`config.mk`:
```
export PLATFORM = sky130hd
export DESIGN_NAME = pixel_pack_rgb888
export DESIGN_NICKNAME = d
export VERILOG_FILES = /design/src/rtl/pixel_pack_rgb888.sv
export SDC_FILE = /design/constraint.sdc
export NUM_CORES = 1
export LEC_CHECK = 0
export ABC_AREA = 1
export CORE_MARGIN = 2
export CORE_UTILIZATION = 40
export CTS_BUF_LIST = sky130_fd_sc_hd__clkbuf_2 sky130_fd_sc_hd__clkbuf_4 sky130_fd_sc_hd__clkbuf_8
export CTS_CLUSTER_SIZE = 20
export DETAILED_ROUTE_END_ITERATION = 10
export PLACE_DENSITY_LB_ADDON = 0.25
export SLEW_MARGIN = 20
export SYNTH_ARGS = -nofsm -noshare
export SYNTH_HDL_FRONTEND = slang
export SYNTH_SLANG_ARGS = --single-unit
```
`constraint.sdc`:
```
create_clock -name clk -period 9.8 [get_ports clk]
set_input_delay 0.98 -clock clk [delete_from_list [all_inputs] [get_ports clk]]
set_output_delay 0.98 -clock clk [all_outputs]
set_load 0.1 [all_outputs]
```
`src/rtl/pixel_pack_rgb888.sv`:
```
// pixel_pack_rgb888: packs RGB888 pixels (4 pixels -> 3 little-endian 32-bit words) with frame flush.
// Optional byte-enable output enabled by defining PACK_BYTE_ENABLE_EN.
module pixel_pack_rgb888 #(
    parameter int ADDR_WIDTH = 32,
    parameter int ADDR_STEP  = 1
) (
    input  logic                  clk,
    input  logic                  rst,
    input  logic                  pix_valid_i,
    output logic                  pix_ready_o,
    input  logic                  pix_last_i,
    input  logic [7:0]            data_r_i,
    input  logic [7:0]            data_g_i,
    input  logic [7:0]            data_b_i,
    input  logic [ADDR_WIDTH-1:0] base_addr_i,
    output logic                  word_valid_o,
    input  logic                  word_ready_i,
    output logic [31:0]           word_data_o,
    output logic [ADDR_WIDTH-1:0] word_addr_o,
`ifdef PACK_BYTE_ENABLE_EN
    output logic [3:0]            word_be_o,
`endif
    output logic                  word_last_o
);
    typedef enum logic {RUN, FLUSH} state_t;
    state_t                r_state, w_state_next;
    logic [1:0]            r_phase;
    logic [23:0]           r_res;
    logic                  r_first;
    logic [ADDR_WIDTH-1:0] r_addr;
    logic                  r_word_valid, r_word_last;
    logic [31:0]           r_word_data;
    logic [ADDR_WIDTH-1:0] r_word_addr;
    logic                  w_free, w_accept, w_flush, w_pix_emit;
    logic [23:0]           w_pix, w_res_next;
    logic [31:0]           w_full;
    assign w_free     = ~r_word_valid | word_ready_i;
    assign w_accept   = pix_valid_i & pix_ready_o;
    assign w_pix_emit = w_accept & (r_phase != 2'd0);
    assign w_pix      = {data_b_i, data_g_i, data_r_i};
    // residue is kept zero-extended so a flush word is simply {8'h0, r_res}
    assign w_full     = (r_phase == 2'd1) ? {w_pix[7:0], r_res} :
                        (r_phase == 2'd2) ? {w_pix[15:0], r_res[15:0]} : {w_pix, r_res[7:0]};
    assign w_res_next = (r_phase == 2'd0) ? w_pix :
                        (r_phase == 2'd1) ? {8'h0, w_pix[23:8]} :
                        (r_phase == 2'd2) ? {16'h0, w_pix[23:16]} : 24'h0;
    always_ff @(posedge clk or posedge rst) begin
        if (rst) r_state <= RUN;
        else     r_state <= w_state_next;
    end
    always_comb begin
        w_state_next = (r_state == RUN) ?
                       ((w_accept && pix_last_i && r_phase != 2'd3) ? FLUSH : RUN) :
                       (w_free ? RUN : FLUSH);
    end
    always_comb begin
        pix_ready_o = ~rst & (r_state == RUN) & w_free;
        w_flush     = (r_state == FLUSH) & w_free;
    end
    always_ff @(posedge clk or posedge rst) begin
        if (rst) begin
            r_phase      <= 2'd0;
            r_res        <= 24'h0;
            r_first      <= 1'b1;
            r_addr       <= '0;
            r_word_valid <= 1'b0;
            r_word_data  <= 32'h0;
            r_word_addr  <= '0;
            r_word_last  <= 1'b0;
        end else begin
            if (w_accept) begin
                r_phase <= r_phase + 2'd1;
                r_res   <= w_res_next;
                r_first <= pix_last_i;
                if (r_first) r_addr <= base_addr_i;
            end
            if (w_flush) begin
                r_phase <= 2'd0;
                r_res   <= 24'h0;
            end
            if (w_pix_emit || w_flush) begin
                r_word_valid <= 1'b1;
                r_word_data  <= w_flush ? {8'h0, r_res} : w_full;
                r_word_addr  <= r_addr;
                r_word_last  <= w_flush | (pix_last_i & (r_phase == 2'd3));
                r_addr       <= r_addr + ADDR_WIDTH'(ADDR_STEP);
            end else if (word_ready_i) begin
                r_word_valid <= 1'b0;
            end
        end
    end
`ifdef PACK_BYTE_ENABLE_EN
    logic [3:0] r_be;
    always_ff @(posedge clk or posedge rst) begin
        if (rst)                     r_be <= 4'b0000;
        else if (w_pix_emit)         r_be <= 4'b1111;
        else if (w_flush)            r_be <= (r_phase == 2'd1) ? 4'b0111 :
                                             (r_phase == 2'd2) ? 4'b0011 : 4'b0001;
    end
    assign word_be_o = r_be;
`endif
    assign word_valid_o = r_word_valid;
    assign word_data_o  = r_word_data;
    assign word_addr_o  = r_word_addr;
    assign word_last_o  = r_word_last;
endmodule
```
==> metrics.md, run 1 <==
| Metric | Value |
|---|---|
| Post-CTS Setup Inserts | `0` |
| Most common cell after layout, fill and taps aside | `nand2_1` |
| Number of max-cap violations | `0` |
| Clock network power share | `0.148` |
| Clock Path Buffers | `2` |
| DRC Markers | `0` |
| Finished Layout Cells | `about 1200` |
| CP Capture Type | `output pin` |
| Yosys warning count | `0` |
| Pwr Density | `393.2 nW/um2` |
| Gpl congestion | `0.9043` |
| Mean post-synth cell area | `7.624 um2` |
| WP data required | `8820 ps` |
| Top cells by area, synth | `dfrtp_1 46%, nand2_1 14%, o21ai_0 8.8%` |
| Tot GR Track Use | `0.2132` |
| Total CTS buffers | `17` |
| Kind of critical path | `in2out` |
| Fin area | `8516 um2` |
| Synth Net Count | `between 900 and 1000` |
| DPL Wire Length | `13050 um` |
| Int Power | `between 1000 and 1500 uW` |
| Status | `finished clean` |
| Biggest area consumer among synthesized cells | `dfrtp_1` |
| Placed Instances | `1197` |
| Slew Limit Fails | `0` |
| Top achievable clock speed | `254.6 MHz` |
| Antenna Nets Post-Route | `0` |
| Post-CTS sizing | `0` |
| Die height | `134.4 um` |
| First DRT Iteration DRCs | `460` |
| Starting Density | `0.4101` |
| Switching Fraction | `0.5580` |
| Wirelength per Cell | `15.09 um` |
| # setup viols final | `0` |
| DR vias/cell | `5.087` |
| Clock root buffer | `clkbuf_8` |
| Diode count | `0` |
| CP Data Arrival Time | `2950 ps` |
| Peak VDD IR | `roughly 320 uV` |
| Post-Syn Area | `6800 um2` |
| GRT overflow | `0` |
| Global-route wire length before repair | `30180 um` |
| Synth-to-layout area growth | `25.23%` |
| Chip width | `134.4 um` |
| First-pass detailed-route iteration total | `5` |
| Rel. slew slack | `0.3235` |
| Leak | `0.003794 uW` |
| Tot Pwr | `3348 uW` |
| Logic gate share of total power | `0.575` |
| Yosys reg bits | `126` |
| Top cell type's share of synthesized area | `0.4600` |
| RSZ-0062 raised after global routing | `no` |
| Total core area | `16580 um2` |
| Die area | `18060 um2` |
| Nets@finish | `1062` |
| Post-synth EDFFs | `0` |
| Skew final | `roughly 12 ps` |
| FP Rows | `47` |
| Share of post-route cells with drive strength above 1 | `0.05748` |
| # hold bufs at CTS | `0` |
| Critical path peak fanout | `5` |
| CP startpoint kind | `input port` |
| Clk sinks | `roughly 130` |
| H-tree levels | `4` |
| Switch Pwr | `1868 uW` |
| Post-synth top flop | `dfrtp_1` |
| Final WL | `18550 um` |
| Worst hold path class | `reg2reg` |
| Most frequent cells in the layout | `245 x nand2_1, 127 x clkdlybuf4s50_1, 125 x dfrtp_1, 119 x o21ai_0, 85 x inv_1` |
| Worst-Margin Slew | `between 1000 and 1500 ps` |
| Initial antenna violation count | `1` |
| IO Count | `128` |
| Maximum number of pins on one net before global-route repair | `between 90 and 100` |
| Clock transition at the registers of the reported paths | `~70 ps` |
| Synth Instances | `892` |
| CTS tree | `built` |
| Total vias in the final route | `6252` |
| # port buffers | `127` |
| Synth async-reset ratio | `1.000` |
| Netlist cell types | `33` |
| Vias in the first global route | `approximately 5800` |
| Final setup TNS | `0 ps` |
| Placed cell areas | `8084 um2` |
| Final Hold Viols | `0` |
| Seq/Total Area, Yosys | `0.4638` |
| Insertion delay to the later sink of the worst-skew pair | `460 ps` |
| Sequential power share | `0.277` |
| Final Cycle Share | `0.4009` |
| Minimum clock period | `between 3000 and 4000 ps` |
| Core Util, Final | `0.5135` |
-- worst paths after layout --
kind                                             start                          end  slack [ps]  cells after the start
max                                       word_ready_i                  pix_ready_o        5870                      6
min                        word_addr_o[28]$_DFFE_PP0P_  word_addr_o[28]$_DFFE_PP0P_         480                      2
max reg2reg                     r_phase[0]$_DFFE_PP0P_       r_addr[17]$_DFFE_PP0P_        6830                     10
min reg2reg                word_addr_o[28]$_DFFE_PP0P_  word_addr_o[28]$_DFFE_PP0P_         480                      2
max in group asynchronous                          rst  word_data_o[20]$_DFFE_PP0P_        7350                      3
min in group asynchronous                          rst   word_addr_o[0]$_DFFE_PP0P_        1110                      2
-- per-layer routing --
layer  vias up  wire length [um]  track usage
met5         -                13            0
met4         2               362      0.07368
met3        26               875      0.04119
met2       161              9185       0.3571
met1      2939              8112       0.2767
li1       3124                 -            -
-- power groups by stage --
stage	sequential [uW]	clock (uW)	combinational, uW
after floorplan	1780	0	646
after global placement	933	0	1920
after detailed placement	937	0	1930
after CTS	929	504	1940
after global routing	965	529	2060
final	927	497	1920
-- cells by family (layout without fill, tap and decap cells) --
| family | Yosys count | after routing | share of synthesized area |
|---|---|---|---|
| XOR/XNOR | 1 | 1 | 0.001288 |
| flip-flops | 126 | 126 | 0.4638 |
| AND/OR/NAND/NOR | 429 | 429 | 0.2732 |
| buffers and inverters | 135 | 252 | 0.09273 |
| AO/OA/AOI/OAI | 196 | 196 | 0.1597 |
| adder cells (fa/ha/maj) | 5 | 5 | 0.009200 |
-- cell type report --
| type | instances | area (um2) |
|---|---|---|
| fillers | 1677 | 8068 |
| flip-flops and latches | 126 | 3154 |
| multi-input cells | 631 | 3015 |
| repair buffers | 130 | 1294 |
| inverters | 90 | 345.3 |
| well taps | 220 | 275.3 |
| clock buffers | 18 | 247.7 |
| clock inverters | 14 | 183.9 |
-- through the flow --
step	setup WS, ps	hold slack (ps)
2_1_floorplan	5466	470.7
3_3_place_gp	5882	460.0
3_5_place_dp	5862	471.8
4_1_cts	5861	490.6
5_1_grt	5793	503.2
6_report	5872	483.7
-- flip-flops by register name (all words and copies together) (netlist names) --
| name | cells |
|---|---|
| word_addr_o | 32 |
| r_res | 24 |
| r_phase | 2 |
| r_state | 1 |
| r_addr | 32 |
| word_last_o | 1 |
| r_first | 1 |
| word_valid_o | 1 |
| word_data_o | 32 |
-- synth_stat cells, types with 3 or more instances --
cell type and instances:
a31oi_1 16, inv_1 86, o31ai_1 8, nand2_4 3, buf_4 7, nand2_1 245, buf_2 14, or2_1 8
o21ai_0 119, ha_1 5, a21oi_1 11, nor2_1 77, buf_6 10, nand2_2 6, nand3_1 78, o221ai_1 8
nor2_4 5, dfrtp_1 125, o21ai_1 20, o21a_1 3, o211ai_1 11, clkbuf_1 14
-- worst max-delay path, cell delays in order --
cell and delay, ps:
clkdlybuf4s50_1 460, inv_1 60, nand2_4 110, inv_1 70, nor3_1 120, clkdlybuf4s50_1 1150
Note: power is estimated with default switching activity, not from simulation.
==> run 2, diff against run 1 <==
clock period = 3.9 ns   (was 9.8 ns; I/O delays follow)
==> run 2 against run 1 <==
Setup slack lost 4500 ps. Design area increased by 0.60%. Largest power group unchanged. Flip-flop and latch count is the same. Non-clock buffer count rose by 4. Total power rose to 2.5 times the previous value. Sequential power rose to 2.5 times the previous value. Hold slack got worse by 6.7 ps. Register-to-register slack got worse by 5400 ps. Core utilization grew 0.31 points. Global-route usage rose by 0.15 points.
==> metrics.md, run 2 (synthesis results as in run 1) <==
| Metric | Value |
|---|---|
| CP startpoint kind | `register` |
| Busiest grt layer | `met2` |
| Die area | `18060 um2` |
| Chip width | `134.4 um` |
| Critical path peak fanout | `33` |
| Post-CTS Setup Inserts | `0` |
| Status | `finished clean` |
| Clock Path Buffers | `2` |
| Wirelength per Cell | `around 15 um` |
| Diode count | `0` |
| Total core area | `16580 um2` |
| R2R Setup Slk | `about 1400 ps` |
| Total CTS buffers | `17` |
| Tot Pwr | `8429 uW` |
| Met1 GRT Util | `0.2723` |
| Slew Limit Fails | `0` |
| RSZ-0062 raised after global routing | `no` |
| Terminus of the critical flop-to-flop path | `r_res[3]$_DFFE_PP0P_` |
| Final setup TNS | `0 ps` |
| DR vias/cell | `5.117` |
| Share of post-route cells with drive strength above 1 | `0.06126` |
| CP Capture Type | `register` |
| Delay-heaviest family, CP | `buffers and inverters` |
| Most common cell on crit path | `inv_1` |
| Die height | `between 100 and 150 um` |
| DPL Wire Length | `about 13000 um` |
| Final hold slack | `477.0 ps` |
| Minimum clock period | `2505 ps` |
| Most frequent cells in the layout | `245 x nand2_1, 126 x clkdlybuf4s50_1, 125 x dfrtp_1, 119 x o21ai_0, 85 x inv_1` |
| H-tree levels | `4` |
| Hold_sp | `word_addr_o[0]$_DFFE_PP0P_` |
| Kind of critical path | `reg2reg` |
| Core Util, Final | `0.5166` |
| GRT overflow | `0` |
| Synth-to-layout area growth | `25.98%` |
| Peak VDD IR | `about 570 uV` |
| DRC Markers | `0` |
| Register-to-Register Path Depth | `7` |
| Final Cycle Share | `0.6423` |
| Worst-Margin Slew | `1023 ps` |
| Leak | `0.003840 uW` |
| # hold bufs at CTS | `0` |
| Insertion delay to the later sink of the worst-skew pair | `about 460 ps` |
| Initial antenna violation count | `0` |
| First-pass detailed-route iteration total | `5` |
| CP Data Arrival Time | `2880 ps` |
| First DRT Iteration DRCs | `477` |
| CTS tree | `built` |
| Antenna Nets Post-Route | `0` |
| Clock root buffer | `clkbuf_8` |
| Crit-path slowest cell | `inv_1` |
| CP Cell Sequence | `inv_1 -> ha_1 -> inv_1 -> nand2_1 -> o221ai_1 -> o211ai_1 -> o21ai_0` |
| Final WL | `18570 um` |
| Global-route wire length before repair | `30470 um` |
| Top achievable clock speed | `~400 MHz` |
| Pwr Density | `983.9 nW/um2` |
| Nets@finish | `1066` |
| Most common cell after layout, fill and taps aside | `nand2_1` |
| Worst path max stage delay | `~660 ps` |
| FP Rows | `47` |
| # port buffers | `127` |
| Final Hold Viols | `0` |
| Crit path buffers/inverters | `2` |
| Worst hold endpoint | `word_addr_o[0]$_DFFE_PP0P_` |
| Maximum number of pins on one net before global-route repair | `94` |
| Fill cells | `1663` |
| # setup viols final | `0` |
| WP data required | `4270 ps` |
| Vias in the first global route | `6099` |
| Tot GR Track Use | `0.2147` |
| Rel. slew slack | `0.3157` |
| Post-CTS sizing | `0` |
| Met3 Use GR | `0.03893` |
| IO Count | `~130` |
| Clock transition at the registers of the reported paths | `80 ps` |
| Clk sinks | `126` |
| Starting Density | `0.4101` |
| Worst hold path class | `reg2reg` |
| Crit Reg-Reg Startpoint | `r_phase[1]$_DFFE_PP0P_` |
| Hold depth | `2` |
| Met2 Use GR | `0.3563` |
| Number of max-cap violations | `0` |
| Skew final | `13.41 ps` |
| Gpl congestion | `around 0.9` |
| Total vias in the final route | `6304` |
==> run 2: layer usage <==
metal	part of all wire	wire (um)	up-vias
li1	-	-	3129
met1	0.44	8080	2962
met2	0.49	9094	180
met3	0.047	870	33
met4	0.028	526	0
met5	0	0	-
==> run 2: stage by stage <==
| stage | instances | worst slack, ps | instance area [um2] |
|---|---|---|---|
| 3_5_place_dp | 1201 | 950.6 | 8137 |
| 5_1_grt | 1232 | 1159 | 8567 |
| 6_report | 1232 | 1395 | 8567 |
| 4_1_cts | 1232 | 1428 | 8567 |
| 3_3_place_gp | 1201 | 1034 | 8137 |
| 2_1_floorplan | 892 | 155.7 | 6800 |
==> run 2: worst max-delay path by stage <==
stage	cells after the start	slack [ps]	startpoint	to
final	7	1400	r_phase[1]$_DFFE_PP0P_	r_res[3]$_DFFE_PP0P_
after global routing	7	1160	r_phase[1]$_DFFE_PP0P_	r_res[4]$_DFFE_PP0P_
after CTS	11	1430	rst	r_addr[20]$_DFFE_PP0P_
after detailed placement	11	950	rst	r_addr[20]$_DFFE_PP0P_
after global placement	11	1030	rst	r_addr[28]$_DFFE_PP0P_
after floorplan	1	160	rst	r_addr[0]$_DFFE_PP0P_
==> run 2: layout make-up <==
cell class              instances  area, um2  area share
clock buffers                  25      325.3     0.03797
clock inverters                 6      105.1     0.01227
inverters                      90      345.3     0.04031
multi-input cells             631       3015      0.3520
flip-flops and latches        126       3154      0.3682
well taps                     220      275.3     0.03213
repair buffers                134       1346      0.1571
==> run 2: worst min-delay path, cell delays in order (launching register included) <==
cell	delay [ps]
dfrtp_1	350
nand2_1	50
nand2_1	50
==> run 2: power by group <==
part           internal, uW  switching (uW)
combinational          1190            3650
clock                   733             510
sequential             1900             449
==> run 3, diff against run 2 <==
clock period = 2.4 ns   (was 3.9 ns; I/O delays follow)
==> run 3 against run 2 <==
Critical path depth stayed put. Core utilization stayed put. Setup slack worse by 1000 ps. Total power is 63% higher. Largest power group unchanged. Design area stayed put. Combinational power is 62% higher. Hold slack worse by 140 ps. Die area stayed put. Critical endpoint is now word_data_o[11]$_DFFE_PP0P_. Clock power is 69% higher. Cell count is 0.89% higher. Global-route usage is 0.18 points higher. Critical path type unchanged. Sequential power is 63% higher.
==> metrics.md, run 3 (synthesis results as in run 1) <==
| Metric | Value |
|---|---|
| Kind of critical path | `reg2reg` |
| Total CTS buffers | `17` |
| Final Cycle Share | `0.8493` |
| Rel. slew slack | `0.6917` |
| DPL Wire Length | `13500 um` |
| Final setup TNS | `0 ps` |
| Final WL | `18710 um` |
| Diode count | `0` |
| Skew final | `~9.3 ps` |
| Minimum clock period | `2038 ps` |
| Share of post-route cells with drive strength above 1 | `0.1369` |
| Peak VDD IR | `798.1 uV` |
| First-pass detailed-route iteration total | `5` |
| Total core area | `16580 um2` |
| Clk sinks | `126` |
| Global-route wire length before repair | `roughly 30000 um` |
| Post-CTS Setup Inserts | `0` |
| Pwr Density | `1604 nW/um2` |
| Die height | `about 130 um` |
| Number of max-cap violations | `0` |
| Final Hold Viols | `0` |
| Status | `finished clean` |
| Synth-to-layout area growth | `25.98%` |
| Worst-Margin Slew | `461.4 ps` |
| Gpl congestion | `0.8863` |
| Slew Limit Fails | `0` |
| Tot GR Track Use | `0.2166` |
| Clock root buffer | `clkbuf_8` |
| Clock Path Buffers | `2` |
| Most frequent cells in the layout | `245 x nand2_1, 125 x dfrtp_1, 119 x o21ai_0, 85 x inv_1, 78 x nand3_1` |
| # setup viols final | `0` |
| Clock transition at the registers of the reported paths | `~70 ps` |
| Nets@finish | `1076` |
| WP data required | `2780 ps` |
| CP Capture Type | `register` |
| IO Count | `128` |
| Die area | `18060 um2` |
| FP Rows | `47` |
| Insertion delay to the later sink of the worst-skew pair | `450 ps` |
| Top achievable clock speed | `a little under 500 MHz` |
| DRC Markers | `0` |
| First DRT Iteration DRCs | `558` |
| Most common cell after layout, fill and taps aside | `nand2_1` |
| DR vias/cell | `5.049` |
| CP Data Arrival Time | `2410 ps` |
| Worst hold path class | `in2async` |
| Antenna Nets Post-Route | `0` |
| CTS tree | `built` |
| # hold bufs at CTS | `0` |
| Leak | `0.003983 uW` |
| Initial antenna violation count | `2` |
| GRT overflow | `0` |
| Post-CTS sizing | `0` |
| Critical path peak fanout | `18` |
| H-tree levels | `4` |
| Core Util, Final | `0.5166` |
| # port buffers | `127` |
| CP startpoint kind | `register` |
| Total vias in the final route | `6276` |
| RSZ-0062 raised after global routing | `no` |
| Vias in the first global route | `5926` |
| Maximum number of pins on one net before global-route repair | `73` |
| Wirelength per Cell | `15.05 um` |
| Starting Density | `0.4101` |
| Chip width | `134.4 um` |
## run 3: cell count changes in the layout (fill, tap and decap cells not counted), moves of 2 or more
| cell | before | now |
|---|---|---|
| buf_12 | 2 | 7 |
| clkinvlp_4 | 0 | 4 |
| clkbuf_4 | 3 | 1 |
| buf_4 | 6 | 77 |
| clkdlybuf4s50_1 | 126 | 60 |
| clkbuf_8 | 22 | 20 |
## run 3: path summary, 6_finish.rpt
kind | start | slack, ps | endpoint | depth (start not counted)
worst max-delay path | r_phase[0]$_DFFE_PP0P_ | 360 | word_data_o[11]$_DFFE_PP0P_ | 7
min in group clk | pix_last_i | 430 | r_first$_DFFE_PP1P_ | 3
worst min-delay path | rst | 340 | word_data_o[28]$_DFFE_PP0P_ | 3
worst max register to register | r_phase[0]$_DFFE_PP0P_ | 360 | word_data_o[11]$_DFFE_PP0P_ | 7
worst min register to register | word_addr_o[0]$_DFFE_PP0P_ | 480 | word_addr_o[0]$_DFFE_PP0P_ | 2
max in group asynchronous | rst | 1390 | r_addr[29]$_DFFE_PP0P_ | 4
## run 3: power breakdown
part / switching (uW) / internal [uW] / leakage [uW] / total, uW
sequential: 748 / 3080 / 0.00157 / 3830
combinational: 5970 / 1860 / 0.00219 / 7830
clock: 872 / 1220 / 0.000221 / 2090
## run 3: area by class of cell
class,count,area (um2)
Sequential cell,126,3154
Clock buffer,21,282.8
Tap cell,220,275.3
Clock inverter,11,162.7
Fill cell,1661,8016
Multi-Input combinational cell,631,3027
Timing Repair Buffer,144,1319
Inverter,90,346.6
## run 3: worst max-delay path, cell delays in order (launching register included)
cell and delay, ps:
dfrtp_1 410, inv_1 130, ha_1 370, buf_4 280, clkinv_1 240, nand2_1 300
nand2_1 100, a31oi_1 140
## run 3: per-layer routing
layer	share of wire	track usage	vias up
li1	-	-	3157
met1	0.44	0.2882	2906
met2	0.48	0.3481	177
met3	0.052	0.04460	34
met4	0.024	0.08363	2
met5	0.00059	0	-
## run 3: metrics by stage
step,hold slack (ps),setup slack (ps),area (um2),instances,power (uW)
after detailed placement,471.7,365.1,8122,1211,11710
after global placement,467.6,403.2,8122,1211,11640
after global routing,348.5,123.6,8567,1243,14590
after CTS,332.1,376.5,8567,1243,13820
final,338.9,361.6,8567,1243,13750
after floorplan,371.2,280.8,6815,892,9902
